### src/rtl/x9_fetch_pkg.sv
// rtl/x9_fetch_pkg.sv - shared types and helpers for the fetch stage
//
// Contents:
//   fetch_state_e : fetch FSM states (RUN, HALTED)
//   ras_ptr_w()   : pointer width for a return-address stack of a given depth

package x9_fetch_pkg;

    typedef enum logic [0:0] {
        RUN    = 1'b0,
        HALTED = 1'b1
    } fetch_state_e;

    function automatic int ras_ptr_w(input int depth);
        return $clog2(depth);
    endfunction

endpackage

### src/rtl/fetch_ras.sv
// rtl/fetch_ras.sv - circular return-address stack for the fetch stage
//
// Ports:
//   clk, reset             : clock, synchronous active-high reset (empties the stack)
//   push_i, push_data_i    : push a return address
//   pop_i                  : pop the top entry
//   top_o                  : current top entry (valid when !empty_o)
//   empty_o, full_o        : occupancy status
//   overflow_o             : pulse, push while full (oldest entry overwritten)
//   underflow_o            : pulse, pop while empty (no state change)

module fetch_ras
    import x9_fetch_pkg::*;
#(
    parameter int A         = 8,
    parameter int RAS_DEPTH = 4
) (
    input  logic         clk,
    input  logic         reset,
    input  logic         push_i,
    input  logic         pop_i,
    input  logic [A-1:0] push_data_i,
    output logic [A-1:0] top_o,
    output logic         empty_o,
    output logic         full_o,
    output logic         overflow_o,
    output logic         underflow_o
);

    localparam int PW = ras_ptr_w(RAS_DEPTH);
    localparam logic [PW:0] DEPTH_C = (PW+1)'(RAS_DEPTH);

    logic [A-1:0]  mem_q [RAS_DEPTH];
    logic [PW-1:0] sp_q, sp_d;      // next write slot; top is sp_q-1
    logic [PW:0]   cnt_q, cnt_d;

    assign empty_o     = (cnt_q == '0);
    assign full_o      = (cnt_q == DEPTH_C);
    assign top_o       = mem_q[sp_q - PW'(1)];
    assign overflow_o  = push_i && full_o;
    assign underflow_o = pop_i && !push_i && empty_o;

    // When full, sp_q points at the oldest entry, so a push simply
    // overwrites it and the count saturates at RAS_DEPTH.
    always_comb begin
        sp_d  = sp_q;
        cnt_d = cnt_q;
        if (push_i) begin
            sp_d = sp_q + PW'(1);
            if (!full_o) begin
                cnt_d = cnt_q + (PW+1)'(1);
            end
        end else if (pop_i && !empty_o) begin
            sp_d  = sp_q - PW'(1);
            cnt_d = cnt_q - (PW+1)'(1);
        end
    end

    always_ff @(posedge clk) begin
        if (reset) begin
            sp_q  <= '0;
            cnt_q <= '0;
        end else begin
            sp_q  <= sp_d;
            cnt_q <= cnt_d;
        end
    end

    always_ff @(posedge clk) begin
        if (push_i) begin
            mem_q[sp_q] <= push_data_i;
        end
    end

endmodule

### src/rtl/fetch_unit.sv
// rtl/fetch_unit.sv - instruction-fetch stage: PC, decode handshake, redirect, halt, call/return
//
// Build option: X9_FETCH_RAS_EN enables the return-address stack (fetch_ras).
// Without it, call is ignored, ret behaves as a plain fire and the RAS flags read 0.
//
// Ports:
//   clk, reset                   : clock, synchronous active-high reset
//   inst_addr_reset              : PC loaded on reset
//   redirect_valid, redirect_addr: taken branch/jump (flushes regardless of out_ready)
//   call, ret                    : call qualifies a redirect (push PC+1); ret pops on fire
//   halt, resume                 : enter / leave HALTED
//   out_ready, out_valid         : decode handshake for inst_addr_out
//   inst_addr_out                : current PC
//   halted                       : state is HALTED
//   ras_overflow, ras_underflow  : sticky RAS error flags, cleared only by reset

module fetch_unit
    import x9_fetch_pkg::*;
#(
    parameter int A         = 8,
    parameter int RAS_DEPTH = 4
) (
    input  logic         clk,
    input  logic         reset,
    input  logic [A-1:0] inst_addr_reset,
    input  logic         redirect_valid,
    input  logic [A-1:0] redirect_addr,
    input  logic         call,
    input  logic         ret,
    input  logic         halt,
    input  logic         resume,
    input  logic         out_ready,
    output logic         out_valid,
    output logic [A-1:0] inst_addr_out,
    output logic         halted,
    output logic         ras_overflow,
    output logic         ras_underflow
);

    fetch_state_e state_q, state_d;
    logic [A-1:0] pc_q, pc_d;
    logic [A-1:0] pc_inc;
    logic         fire;

    assign pc_inc        = pc_q + A'(1);
    assign out_valid     = (state_q == RUN);
    assign halted        = (state_q == HALTED);
    assign inst_addr_out = pc_q;
    assign fire          = out_valid && out_ready;

`ifdef X9_FETCH_RAS_EN
    logic         ras_push, ras_pop;
    logic [A-1:0] ras_top;
    logic         ras_empty, ras_full_unused;
    logic         ras_ovf_pulse, ras_unf_pulse;
    logic         ovf_q, unf_q;

    fetch_ras #(
        .A         (A),
        .RAS_DEPTH (RAS_DEPTH)
    ) u_ras (
        .clk         (clk),
        .reset       (reset),
        .push_i      (ras_push),
        .pop_i       (ras_pop),
        .push_data_i (pc_inc),
        .top_o       (ras_top),
        .empty_o     (ras_empty),
        .full_o      (ras_full_unused),
        .overflow_o  (ras_ovf_pulse),
        .underflow_o (ras_unf_pulse)
    );

    always_ff @(posedge clk) begin
        if (reset) begin
            ovf_q <= 1'b0;
            unf_q <= 1'b0;
        end else begin
            ovf_q <= ovf_q | ras_ovf_pulse;
            unf_q <= unf_q | ras_unf_pulse;
        end
    end

    assign ras_overflow  = ovf_q;
    assign ras_underflow = unf_q;
`else
    logic unused_call;
    assign unused_call   = call;
    assign ras_overflow  = 1'b0;
    assign ras_underflow = 1'b0;
`endif

    always_comb begin
        state_d  = state_q;
        pc_d     = pc_q;
`ifdef X9_FETCH_RAS_EN
        ras_push = 1'b0;
        ras_pop  = 1'b0;
`endif
        case (state_q)
            RUN: begin
                if (halt) begin
                    state_d = HALTED;
                end else if (redirect_valid) begin
                    pc_d = redirect_addr;
`ifdef X9_FETCH_RAS_EN
                    ras_push = call;
`endif
                end else if (ret && fire) begin
`ifdef X9_FETCH_RAS_EN
                    ras_pop = 1'b1;
                    pc_d    = ras_empty ? pc_inc : ras_top;
`else
                    pc_d    = pc_inc;
`endif
                end else if (fire) begin
                    pc_d = pc_inc;
                end
            end
            HALTED: begin
                // halt wins over a simultaneous resume.
                if (resume && !halt) begin
                    state_d = RUN;
                end
            end
            default: state_d = RUN;
        endcase
    end

    always_ff @(posedge clk) begin
        if (reset) begin
            state_q <= RUN;
            pc_q    <= inst_addr_reset;
        end else begin
            state_q <= state_d;
            pc_q    <= pc_d;
        end
    end

endmodule

### config.mk
export PLATFORM = sky130hd
export DESIGN_NAME = fetch_unit
export DESIGN_NICKNAME = d
export VERILOG_FILES = /design/src/rtl/x9_fetch_pkg.sv /design/src/rtl/fetch_ras.sv /design/src/rtl/fetch_unit.sv
export SDC_FILE = /design/constraint.sdc
export NUM_CORES = 1
export LEC_CHECK = 0
export ABC_CLOCK_PERIOD_IN_PS = 1900
export BUFFER_PORTS_ARGS = -buffer_cell sky130_fd_sc_hd__buf_2
export CORE_MARGIN = 4
export CORE_UTILIZATION = 35
export DETAILED_ROUTE_END_ITERATION = 12
export PLACE_DENSITY = 0.71
export SLEW_MARGIN = 20
export SYNTH_ARGS = -nofsm -noshare
export SYNTH_HDL_FRONTEND = slang
export SYNTH_SLANG_ARGS = --single-unit
### constraint.sdc
create_clock -name clk -period 1.9 [get_ports clk]
set_input_delay 0.19 -clock clk [delete_from_list [all_inputs] [get_ports clk]]
set_output_delay 0.19 -clock clk [all_outputs]
set_load 0.05 [all_outputs]
==> run summary <==
The sum of negative setup slack came out at 0 ns. In the layout the commonest cells are sky130_fd_sc_hd__buf_2, sky130_fd_sc_hd__inv_1, sky130_fd_sc_hd__edfxtp_1, sky130_fd_sc_hd__nand3_1. Once layout is complete, the cells apart from fillers number 113. The tools report the initial cell density of the core as 38.6%.

The switching component of the power came out at 228 uW. The start-to-end type of the worst setup path is reg -> reg. For the initial antenna violation count, the log shows 0. The filler cells instantiated in the layout total 155. The run finished with clean final reports. CTS root buffer: sky130_fd_sc_hd__clkbuf_4. In this run the count of I/O pins placed on the die edge is 36. Using the TritonRoute via totals, the vias-per-cell ratio works out to 5.20. Once routing completed, OpenROAD measured the worst setup slack at 0.458 ns. The total core area was 1560 um^2; the path depth of the worst reg2reg path was 4.

The run gives 0.26 ns as the insertion delay to the later sink of the worst-skew pair. The count of clock tree sinks is 9. The die is 49.5 um wide.

After clock tree synthesis, the clock-pin slew on the worst setup and hold paths is 0.06 ns. The upper clock frequency limit was 694 MHz. For this design the ratio of total power to cell area is 788 nW/um^2. For this run, the detailed router's first-pass iteration total came to 4. After routing the design area is 785 um^2.

The half-perimeter wire length after detailed placement was 1.11 mm; the quantity of I/O buffers inserted on ports was 31. After technology mapping, the gate count stands at 63. For this run, the number of Yosys warnings is 0. The logs give 2450 um^2 for the die footprint and 109 for the number of cells after detailed placement. The sequential share of power was 42.5%. The number of instances resized during post-cts repair is 0, and the number of failing hold endpoints at the final stage is 0.

Data arrives at the worst endpoint at 1.46 ns. 0 antenna diodes ended up in the layout. The congestion estimate from routability-driven global placement came to 0.685. The logs give 0 for the number of max-cap violations and 588 for the count of vias placed by the detailed router. Yosys mapped the design onto 24 distinct sky130hd cell types.

After detailed routing, the average wire length per cell comes to 12.1 um. The kind of end point of the critical path was a flop. The first routing iteration left 16 violations.

The run gives 0 as the number of pins exceeding their max-slew limit in the final report. In this run the cell area of the synthesized design comes to 602 um^2. Part of the power in combinational logic: 32.6%.

The run gives 0 as the number of failing setup endpoints in the final timing report. The floorplan has 14 rows. For the placed instance area, the log shows 758 um^2. The worst hold path stage count is 3. The longest clock path from root to sink contains 2 buffers. Entering global routing, the biggest net connects 16 pins. The part of the cycle the worst path needs is 75.9%, and the pre-CTS worst setup slack is 0.465 ns. Subtracting the final worst setup slack from the clock period gives 1.44 ns. Across every metal layer, demand over resource in global routing totals 11.6%. The run gives 1 as the deepest level of the CTS H-tree. Cells fill 50.3% of the core in the end. The final global-route overflow total was 0.

Setup repair after global routing left no endpoint under its margin. The required time at the endpoint of the critical path was 1.92 ns; the number of global-route vias before repair was 529. Sequential cells were found to cover 43.2% of the synthesized design area. The mean area per synthesized cell works out to 9.55 um^2.

In this run the worst hold path is classified as in -> reg. The routed design has 1.37 mm of wire. The maximum fanout along the worst path is 5, and the total DRC errors in the routed layout is 0.

The wire length of the first global-routing pass came out at 2.18 mm. Compared with the post-synthesis result, the final layout area differs by 30.4%. The post-route netlist has 38.1% of its cells at a drive strength greater than 1. The floorplan step set the die height to 49.5 um. STA classifies the critical path startpoint as a flop. The tools report the number of buffers created by CTS as 3. The library cell used most frequently in the layout, excluding fill and tap cells, is sky130_fd_sc_hd__buf_2. Of the total power, the clock network draws 24.9%. The internal power of the cells totals 390 uW. For the post-route antenna net violation count, the log shows 0. Net switching is 36.9% of the power. For the final database, setup skew stands at 0.000396 ns. The number of setup buffers added after CTS is 0.

The flip-flop and latch count after synthesis is 9, and the maximum vdd ir drop is 0.394 mV. After clock tree synthesis, the flow added hold-fix buffers numbering 0. Summed over all cells, the static leakage comes to 0.392 nW.

For the number of nets in the layout, the log shows 123. TritonCTS built the clock tree.
==> power by group through the flow <==
| stage | Clock [mW] | Combinational (mW) | Sequential [mW] |
|---|---|---|---|
| floorplan | 0 | 0.0810 | 0.334 |
| global placement | 0 | 0.199 | 0.266 |
| detailed placement | 0 | 0.202 | 0.267 |
| CTS | 0.160 | 0.202 | 0.263 |
| global route | 0.174 | 0.215 | 0.267 |
| finish | 0.154 | 0.201 | 0.263 |
==> area by class of cell <==
cell class / instances / area [um^2] / area share (%)
Multi-Input combinational cell: 43 / 278 / 35.4
Tap cell: 16 / 20.0 / 2.55
Inverter: 8 / 30.0 / 3.83
Sequential cell: 9 / 260 / 33.2
Timing Repair Buffer: 33 / 170 / 21.7
Clock buffer: 4 / 26.3 / 3.35
==> cells in the mapped netlist, drive strengths merged <==
| cell type | instances | area [um^2] |
|---|---|---|
| a21oi | 3 | 15.0 |
| a221o | 2 | 20.0 |
| a222oi | 2 | 20.0 |
| a22oi | 1 | 7.51 |
| and3 | 4 | 25.0 |
| buf | 4 | 37.5 |
| conb | 1 | 3.75 |
| dfxtp | 1 | 20.0 |
| edfxtp | 8 | 240 |
| ha | 1 | 12.5 |
| inv | 8 | 30.0 |
| mux2 | 1 | 11.3 |
| mux2i | 2 | 20.0 |
| nand2 | 4 | 15.0 |
| nand3 | 6 | 30.0 |
| nor2 | 4 | 15.0 |
| nor2b | 1 | 6.26 |
| o21ai | 3 | 15.0 |
| o31ai | 1 | 7.51 |
| or3 | 1 | 6.26 |
| or3b | 1 | 8.76 |
| xnor2 | 3 | 26.3 |
| xor2 | 1 | 8.76 |
==> critical path, stage by stage (launching register included) <==
cell and delay (ns):
sky130_fd_sc_hd__edfxtp_1 0.41, sky130_fd_sc_hd__ha_1 0.24, sky130_fd_sc_hd__nand3_1 0.11, sky130_fd_sc_hd__xnor2_1 0.14, sky130_fd_sc_hd__a221o_1 0.31
==> per-stage QoR <==
stage | hold slack, ns | power, mW
3_3_place_gp | 0.414 | 0.465
2_1_floorplan | 0.307 | 0.415
6_report | 0.146 | 0.618
5_1_grt | 0.193 | 0.655
3_5_place_dp | 0.423 | 0.469
4_1_cts | 0.145 | 0.625
==> layer usage <==
metal | GRT usage, % | wire [um] | vias to the layer above
met2 | 18.8 | 638 | 22
met5 | 0 | 0 | -
li1 | - | - | 292
met3 | 3.31 | 112 | 2
met1 | 13.7 | 592 | 272
met4 | 6.91 | 23 | 0
==> kinds of logic (layout without fill, tap and decap cells) <==
kind of cell             Yosys count  in the layout  synth area share [%]
AO/OA/AOI/OAI                     12             12                  14.1
XOR/XNOR                           4              4                  5.82
adder cells (fa/ha/maj)            1              1                  2.08
buffers and inverters             12             45                  11.2
flip-flops                         9              9                  43.2
multiplexers                       3              3                  5.20
other                              1              2                 0.623
AND/OR/NAND/NOR                   21             21                  17.7
==> state kept, by name, summed over array words and instances, names as in the netlist <==
name and cells:
inst_addr_out 8, halted 1
==> worst paths after layout <==
path,endpoint,startpoint,slack (ns)
max reg2reg,inst_addr_out[6],inst_addr_out[0],0.46
max,inst_addr_out[6],inst_addr_out[0],0.46
min reg2reg,halted,halted,0.53
min,halted,halt,0.15
Power figures use the tool's default switching activity.
